`src/rtl/spiker_seq_pkg.sv`:
```
// spiker_seq_pkg: shared types and defaults for the spiker run sequencer.
//   STEP_W_DEF         default width of the timestep counter
//   TIMEOUT_CYCLES_DEF default per-step watchdog limit (SPIKER_SEQ_TIMEOUT_EN builds)
//   state_e            sequencer FSM state encoding
package spiker_seq_pkg;
    localparam int STEP_W_DEF         = 16;
    localparam int TIMEOUT_CYCLES_DEF = 4096;
    typedef enum logic [2:0] {
        S_IDLE,
        S_CLEAR,
        S_STEP,
        S_WAIT,
        S_SAMPLE,
        S_DONE,
        S_ERR
    } state_e;
endpackage

```
`src/rtl/spiker_seq_watchdog.sv`:
```
// spiker_seq_watchdog: counts cycles spent waiting for the core on one timestep.
//   clk_i      clock, rising edge
//   rst_ni     asynchronous active-low reset
//   run_i      high while the sequencer waits for core_done; low clears the count
//   expired_o  high in the wait cycle that completes TIMEOUT_CYCLES of waiting
module spiker_seq_watchdog #(
    parameter int TIMEOUT_CYCLES = 4096
) (
    input  logic clk_i,
    input  logic rst_ni,
    input  logic run_i,
    output logic expired_o
);
    localparam int CNT_W = $clog2(TIMEOUT_CYCLES + 1);
    logic [CNT_W-1:0] cnt_q;
    // The count is 0 in the first wait cycle, so expiry at TIMEOUT_CYCLES-1 puts the
    // error state exactly TIMEOUT_CYCLES cycles after wait entry.
    assign expired_o = run_i && (cnt_q == CNT_W'(TIMEOUT_CYCLES - 1));
    always_ff @(posedge clk_i or negedge rst_ni) begin
        if (!rst_ni)
            cnt_q <= '0;
        else
            cnt_q <= (run_i && !expired_o) ? cnt_q + 1'b1 : '0;
    end
endmodule

```
`src/rtl/spiker_sequencer.sv`:
```
// spiker_sequencer: runs the spiker core for n_steps timesteps (clear, step/wait loop, sample).
//   clk_i, rst_ni          clock (rising edge), asynchronous active-low reset
//   start_i, n_steps_i     run request and timestep count (latched on accepted start)
//   abort_i, ack_i         cancel a run; acknowledge DONE/ERR
//   core_done_i            core finished the current timestep
//   core_clear_o, core_step_o, sample_o   one-cycle core control pulses
//   busy_o, done_o, err_o, irq_o          status levels and completion interrupt pulse
//   step_cnt_o             completed timesteps of the current or last run
// Optional: define SPIKER_SEQ_TIMEOUT_EN to add the per-step watchdog and the ERR path.
module spiker_sequencer
    import spiker_seq_pkg::*;
#(
    parameter int STEP_W         = STEP_W_DEF,
    parameter int TIMEOUT_CYCLES = TIMEOUT_CYCLES_DEF
) (
    input  logic              clk_i,
    input  logic              rst_ni,
    input  logic              start_i,
    input  logic [STEP_W-1:0] n_steps_i,
    input  logic              abort_i,
    input  logic              ack_i,
    input  logic              core_done_i,
    output logic              core_clear_o,
    output logic              core_step_o,
    output logic              sample_o,
    output logic              busy_o,
    output logic              done_o,
    output logic              err_o,
    output logic              irq_o,
    output logic [STEP_W-1:0] step_cnt_o
);
    state_e            state_q, state_d;
    logic [STEP_W-1:0] n_q, n_d, cnt_d;
    logic              active, abort_go, timeout;
    assign active   = state_q inside {S_CLEAR, S_STEP, S_WAIT, S_SAMPLE};
    assign abort_go = abort_i && active;
`ifdef SPIKER_SEQ_TIMEOUT_EN
    spiker_seq_watchdog #(
        .TIMEOUT_CYCLES(TIMEOUT_CYCLES)
    ) u_watchdog (
        .clk_i    (clk_i),
        .rst_ni   (rst_ni),
        .run_i    (state_q == S_WAIT),
        .expired_o(timeout)
    );
`else
    logic unused_timeout;
    assign unused_timeout = (TIMEOUT_CYCLES != 0);
    assign timeout        = 1'b0;
`endif
    always_comb begin
        state_d = state_q;
        n_d     = n_q;
        cnt_d   = step_cnt_o;
        unique case (state_q)
            S_IDLE: begin
                if (start_i && n_steps_i != '0) begin
                    n_d     = n_steps_i;
                    cnt_d   = '0;
                    state_d = S_CLEAR;
                end
            end
            S_CLEAR:  state_d = S_STEP;
            S_STEP:   state_d = S_WAIT;
            S_WAIT: begin
                if (core_done_i) begin
                    cnt_d   = (step_cnt_o == n_q) ? step_cnt_o : step_cnt_o + 1'b1;
                    state_d = (cnt_d == n_q) ? S_SAMPLE : S_STEP;
                end else if (timeout) begin
                    state_d = S_ERR;
                end
            end
            S_SAMPLE: state_d = S_DONE;
            S_DONE, S_ERR: state_d = ack_i ? S_IDLE : state_q;
            default:  state_d = S_IDLE;
        endcase
        // Abort overrides whatever the step logic decided, including a completed timestep.
        if (abort_go) begin
            state_d = S_IDLE;
            cnt_d   = step_cnt_o;
        end
    end
    // Outputs are registered from the next state so each pulse lines up with its state.
    always_ff @(posedge clk_i or negedge rst_ni) begin
        if (!rst_ni) begin
            state_q      <= S_IDLE;
            n_q          <= '0;
            step_cnt_o   <= '0;
            core_clear_o <= 1'b0;
            core_step_o  <= 1'b0;
            sample_o     <= 1'b0;
            busy_o       <= 1'b0;
            done_o       <= 1'b0;
            irq_o        <= 1'b0;
        end else begin
            state_q      <= state_d;
            n_q          <= n_d;
            step_cnt_o   <= cnt_d;
            core_clear_o <= (state_d == S_CLEAR) || abort_go;
            core_step_o  <= state_d == S_STEP;
            sample_o     <= state_d == S_SAMPLE;
            busy_o       <= state_d inside {S_CLEAR, S_STEP, S_WAIT, S_SAMPLE};
            done_o       <= state_d == S_DONE;
            irq_o        <= (state_d inside {S_DONE, S_ERR}) && (state_d != state_q);
        end
    end
`ifdef SPIKER_SEQ_TIMEOUT_EN
    always_ff @(posedge clk_i or negedge rst_ni) begin
        if (!rst_ni)
            err_o <= 1'b0;
        else
            err_o <= state_d == S_ERR;
    end
`else
    assign err_o = 1'b0;
`endif
endmodule

```
`config.mk`:
```
export PLATFORM = sky130hd
export DESIGN_NAME = spiker_sequencer
export DESIGN_NICKNAME = d
export VERILOG_FILES = /design/src/rtl/spiker_seq_pkg.sv /design/src/rtl/spiker_seq_watchdog.sv /design/src/rtl/spiker_sequencer.sv
export SDC_FILE = /design/constraint.sdc
export NUM_CORES = 1
export LEC_CHECK = 0
export CAP_MARGIN = 40
export CELL_PAD_IN_SITES_DETAIL_PLACEMENT = 1
export CELL_PAD_IN_SITES_GLOBAL_PLACEMENT = 1
export CORE_UTILIZATION = 43
export CTS_CLUSTER_SIZE = 8
export DETAILED_ROUTE_END_ITERATION = 10
export PLACE_DENSITY = 0.91
export SYNTH_ARGS = -nofsm -noshare
export SYNTH_HDL_FRONTEND = slang
export SYNTH_SLANG_ARGS = --single-unit
```
`constraint.sdc`:
```
create_clock -name clk_i -period 8.8 [get_ports clk_i]
set_input_delay 2.64 -clock clk_i [delete_from_list [all_inputs] [get_ports clk_i]]
set_output_delay 2.64 -clock clk_i [all_outputs]
set_load 0.05 [all_outputs]
```
==> flow_summary.yaml <==
run_status:
  run_status: "complete, no violations"
timing:
  setup_viol: 0
  relSlewSlack_pct: 47.75
  fin_tns_setup_ps: 0
  min_period_ps: 4896
  fmax_mhz: 204.3
  slew_violations: 0
  tightest_slew_ps: 783.8
  rsz0062_at_grt: "false"
  period_share_pct: 55.63
  hold_viol: 0
  finalClockSkew_ps: 9.199
route:
  totalWireLength_um: 7086
  drtPass1Iterations: 4
  viasPerCell: 5.927
  drc: 0
  vias: 2276
  drt_iter0_markers: 136
  ant_nets: 0
  post_drt_wl_per_cell_um: 18.45
worst_setup_path:
  crit_required_ps: 8980
  crit_chain: "clkdlybuf4s50_1 > nor4_1 > a41oi_1 > nand2_1 > or2_2 > and2_1 > o21ai_0 > o41ai_1"
  worst_path_max_delay_cell: "and2_1"
  critPathKind: "input pin to register"
  worst_setup_path_start_kind: "input pin"
  path_max_fanout: 18
  reg2reg_slack_ps: 5180
  critPathTopFamily: "simple AND/OR/NAND/NOR gates"
  reg2reg_depth: 9
  cp_num_cells: 8
  endpoint_kind: "register"
  critPathLaunch: "n_steps_i[10]"
  cp.arrival_ps: 5070
  r2r-start: "step_cnt_o[6]"
  r2r-end: "done_o"
  critPathBufInv: 1
  critical_path.max_stage_delay_ps: 510
  cp-endpoint: "step_cnt_o[10]"
global_route:
  antenna_found_initial: 0
  grt_pass1_wl_um: 11970
  track_usage_pct: 24.98
  grt_max_degree: 23
  grt_pass1_vias: 2338
  grt-ovfl-total: 0
min_path:
  hold_class: "register to register"
place:
  placed_cells: 376
  gp_congestion: 0.8429
  dp_hpwl_um: 5343
  portBuffers: 43
floorplan:
  core_um2: 5608
  die_height_um: 78.99
  boundaryPins: 45
  die-width_um: 78.99
  start_util_pct: 45.45
  die_area_um2: 6239
  num_rows: 27
logic_synthesis:
  synth.distinct_cells: 56
  ys_warn_count: 0
  synth-main-ff-cell: "dfrtp_1"
  ys_ff_latch: 41
  syn_avg_cell_area_um2: 9.302
  synth_nets: 297
  synth_area_um2: 2549
  async_flop_share_pct: 100.0
  syn-instance-count: 274
  synth_edf_count: 0
  seq_area_frac_synth_pct: 40.26
clock_tree:
  cts_hold_buf: 0
  cts_max_level: 2
  cts_resized: 0
  postCtsSetupRepairBufs: 0
  cts_buffers: 5
  path_clk_slew_ps: 80
  root_buffer: "clkbuf_8"
  clock_latency_ps: 300
  cts_sinks: 41
  cts_tree: "yes"
  clockBufferDepth: 2
pwr:
  leakage_nw: 1.230
  power_density_nw_per_um2: 239.9
  ir_drop_uv: 197.1
layout:
  drive_gt1_share_pct: 12.18
  diodes: 0
  layoutNonFillerInstCount: 384
  fillers: 671
  syn2layout_area_growth_pct: 22.48
  fin_nets: 334
run:
  cap_violations: 0
==> per-layer routing <==
| layer | part of all wire (%) | up-vias | track usage (%) |
|---|---|---|---|
| met5 | 0 | - | 0 |
| met4 | 2.2 | 0 | 8.364 |
| met3 | 3.5 | 12 | 3.908 |
| met2 | 49 | 63 | 42.33 |
| met1 | 45 | 1127 | 32.34 |
| li1 | - | 1074 | - |
==> cells in the mapped netlist (all sizes together) (2+ instances only) <==
cell type	n	area, um2
o41ai	2	17.52
or2	2	12.51
a31oi	4	25.02
o31ai	10	80.07
nor3	4	20.02
and2	6	37.54
nor4	8	80.08
a211oi	2	20.02
xor2	11	103.9
dfrtp	41	1026
nand3	13	65.06
nand2	19	71.32
nand4	6	37.54
clkbuf	11	41.29
a21o	2	15.01
o21ai	26	130.1
nor2	22	82.58
nor3b	2	15.01
o22ai	2	18.77
a21boi	3	22.52
nand2b	2	12.51
xnor2	13	113.9
and3	2	12.51
and4	2	18.77
mux2	17	191.4
a21oi	13	68.82
nor2b	3	18.77
inv	7	26.28
buf	3	16.26
==> final cells by class <==
type / count / area, um2 / area share [%]
multi-input cells: 212 / 1439 / 46.09
clock buffers: 6 / 72.57 / 2.325
well taps: 72 / 90.09 / 2.886
repair buffers: 44 / 452.9 / 14.51
inverters: 7 / 26.28 / 0.8417
clock inverters: 2 / 15.01 / 0.4810
flip-flops and latches: 41 / 1026 / 32.87
==> state kept, by name (all words and copies together), names as in the netlist <==
register	flops
sample_o	1
done_o	1
irq_o	1
state_q	3
core_step_o	1
busy_o	1
step_cnt_o	16
core_clear_o	1
n_q	16
==> per-stage QoR <==
stage | hold slack (ps) | area (um2) | total power, W | setup WS [ps] | utilization [%]
after floorplan | 499.9 | 2549 | 0.0005270 | 4432 | -
after global placement | 508.3 | 3007 | 0.0006042 | 3726 | 53.61
after detailed placement | 515.9 | 3034 | 0.0006233 | 3594 | 54.11
after CTS | 535.7 | 3122 | 0.0007512 | 3877 | 55.67
after global routing | 575.6 | 3122 | 0.0007954 | 3651 | 55.67
final | 533.2 | 3122 | 0.0007490 | 3904 | 55.67
==> where the power goes <==
group | switching (W) | internal (W)
Combinational | 0.000182 | 0.000143
Clock | 0.0000704 | 0.0000559
Sequential | 0.0000586 | 0.000239
Total | 0.000311 | 0.000438
==> cell usage in the layout (no fill, tap or decap), types with 5 or more instances in the layout <==
cell / n
inv_1: 7
nor4_1: 6
clkbuf_8: 5
nor2_1: 22
nand2_1: 19
o31ai_1: 9
xnor2_1: 13
o21ai_0: 25
clkdlybuf4s50_1: 42
mux2_2: 16
nand3_1: 13
dfrtp_1: 41
and2_1: 6
a21oi_1: 12
xor2_1: 10
nand4_1: 6
==> worst min path at each step <==
stage,depth (start not counted),to,slack [ps],startpoint
after floorplan,1,n_q[3],500,n_q[3]
after global placement,1,n_q[5],510,n_q[5]
after detailed placement,1,n_q[5],520,n_q[5]
after CTS,1,n_q[5],540,n_q[5]
after global routing,1,step_cnt_o[15],580,step_cnt_o[15]
final,1,n_q[5],530,n_q[5]
==> worst reg2reg max path: cells and delay by family (launching register included) <==
kind | cells | cell delay (ps)
and+or+nand+nor | 6 | 2460
AOI/OAI and AO/OA | 1 | 170
DFF | 1 | 500
xor gates and xnor gates | 2 | 420
==> kinds of logic after synthesis <==
logic type | after synthesis | share of synthesized area (%)
simple gates | 99 | 22.14
other cells | 1 | 0.1471
buf+inv | 21 | 3.289
xor+xnor | 24 | 8.542
compound gates | 70 | 17.62
flops | 41 | 40.26
mux | 17 | 7.511
fa+ha+maj | 1 | 0.4908
No activity file was read; power rests on OpenSTA's default activity.
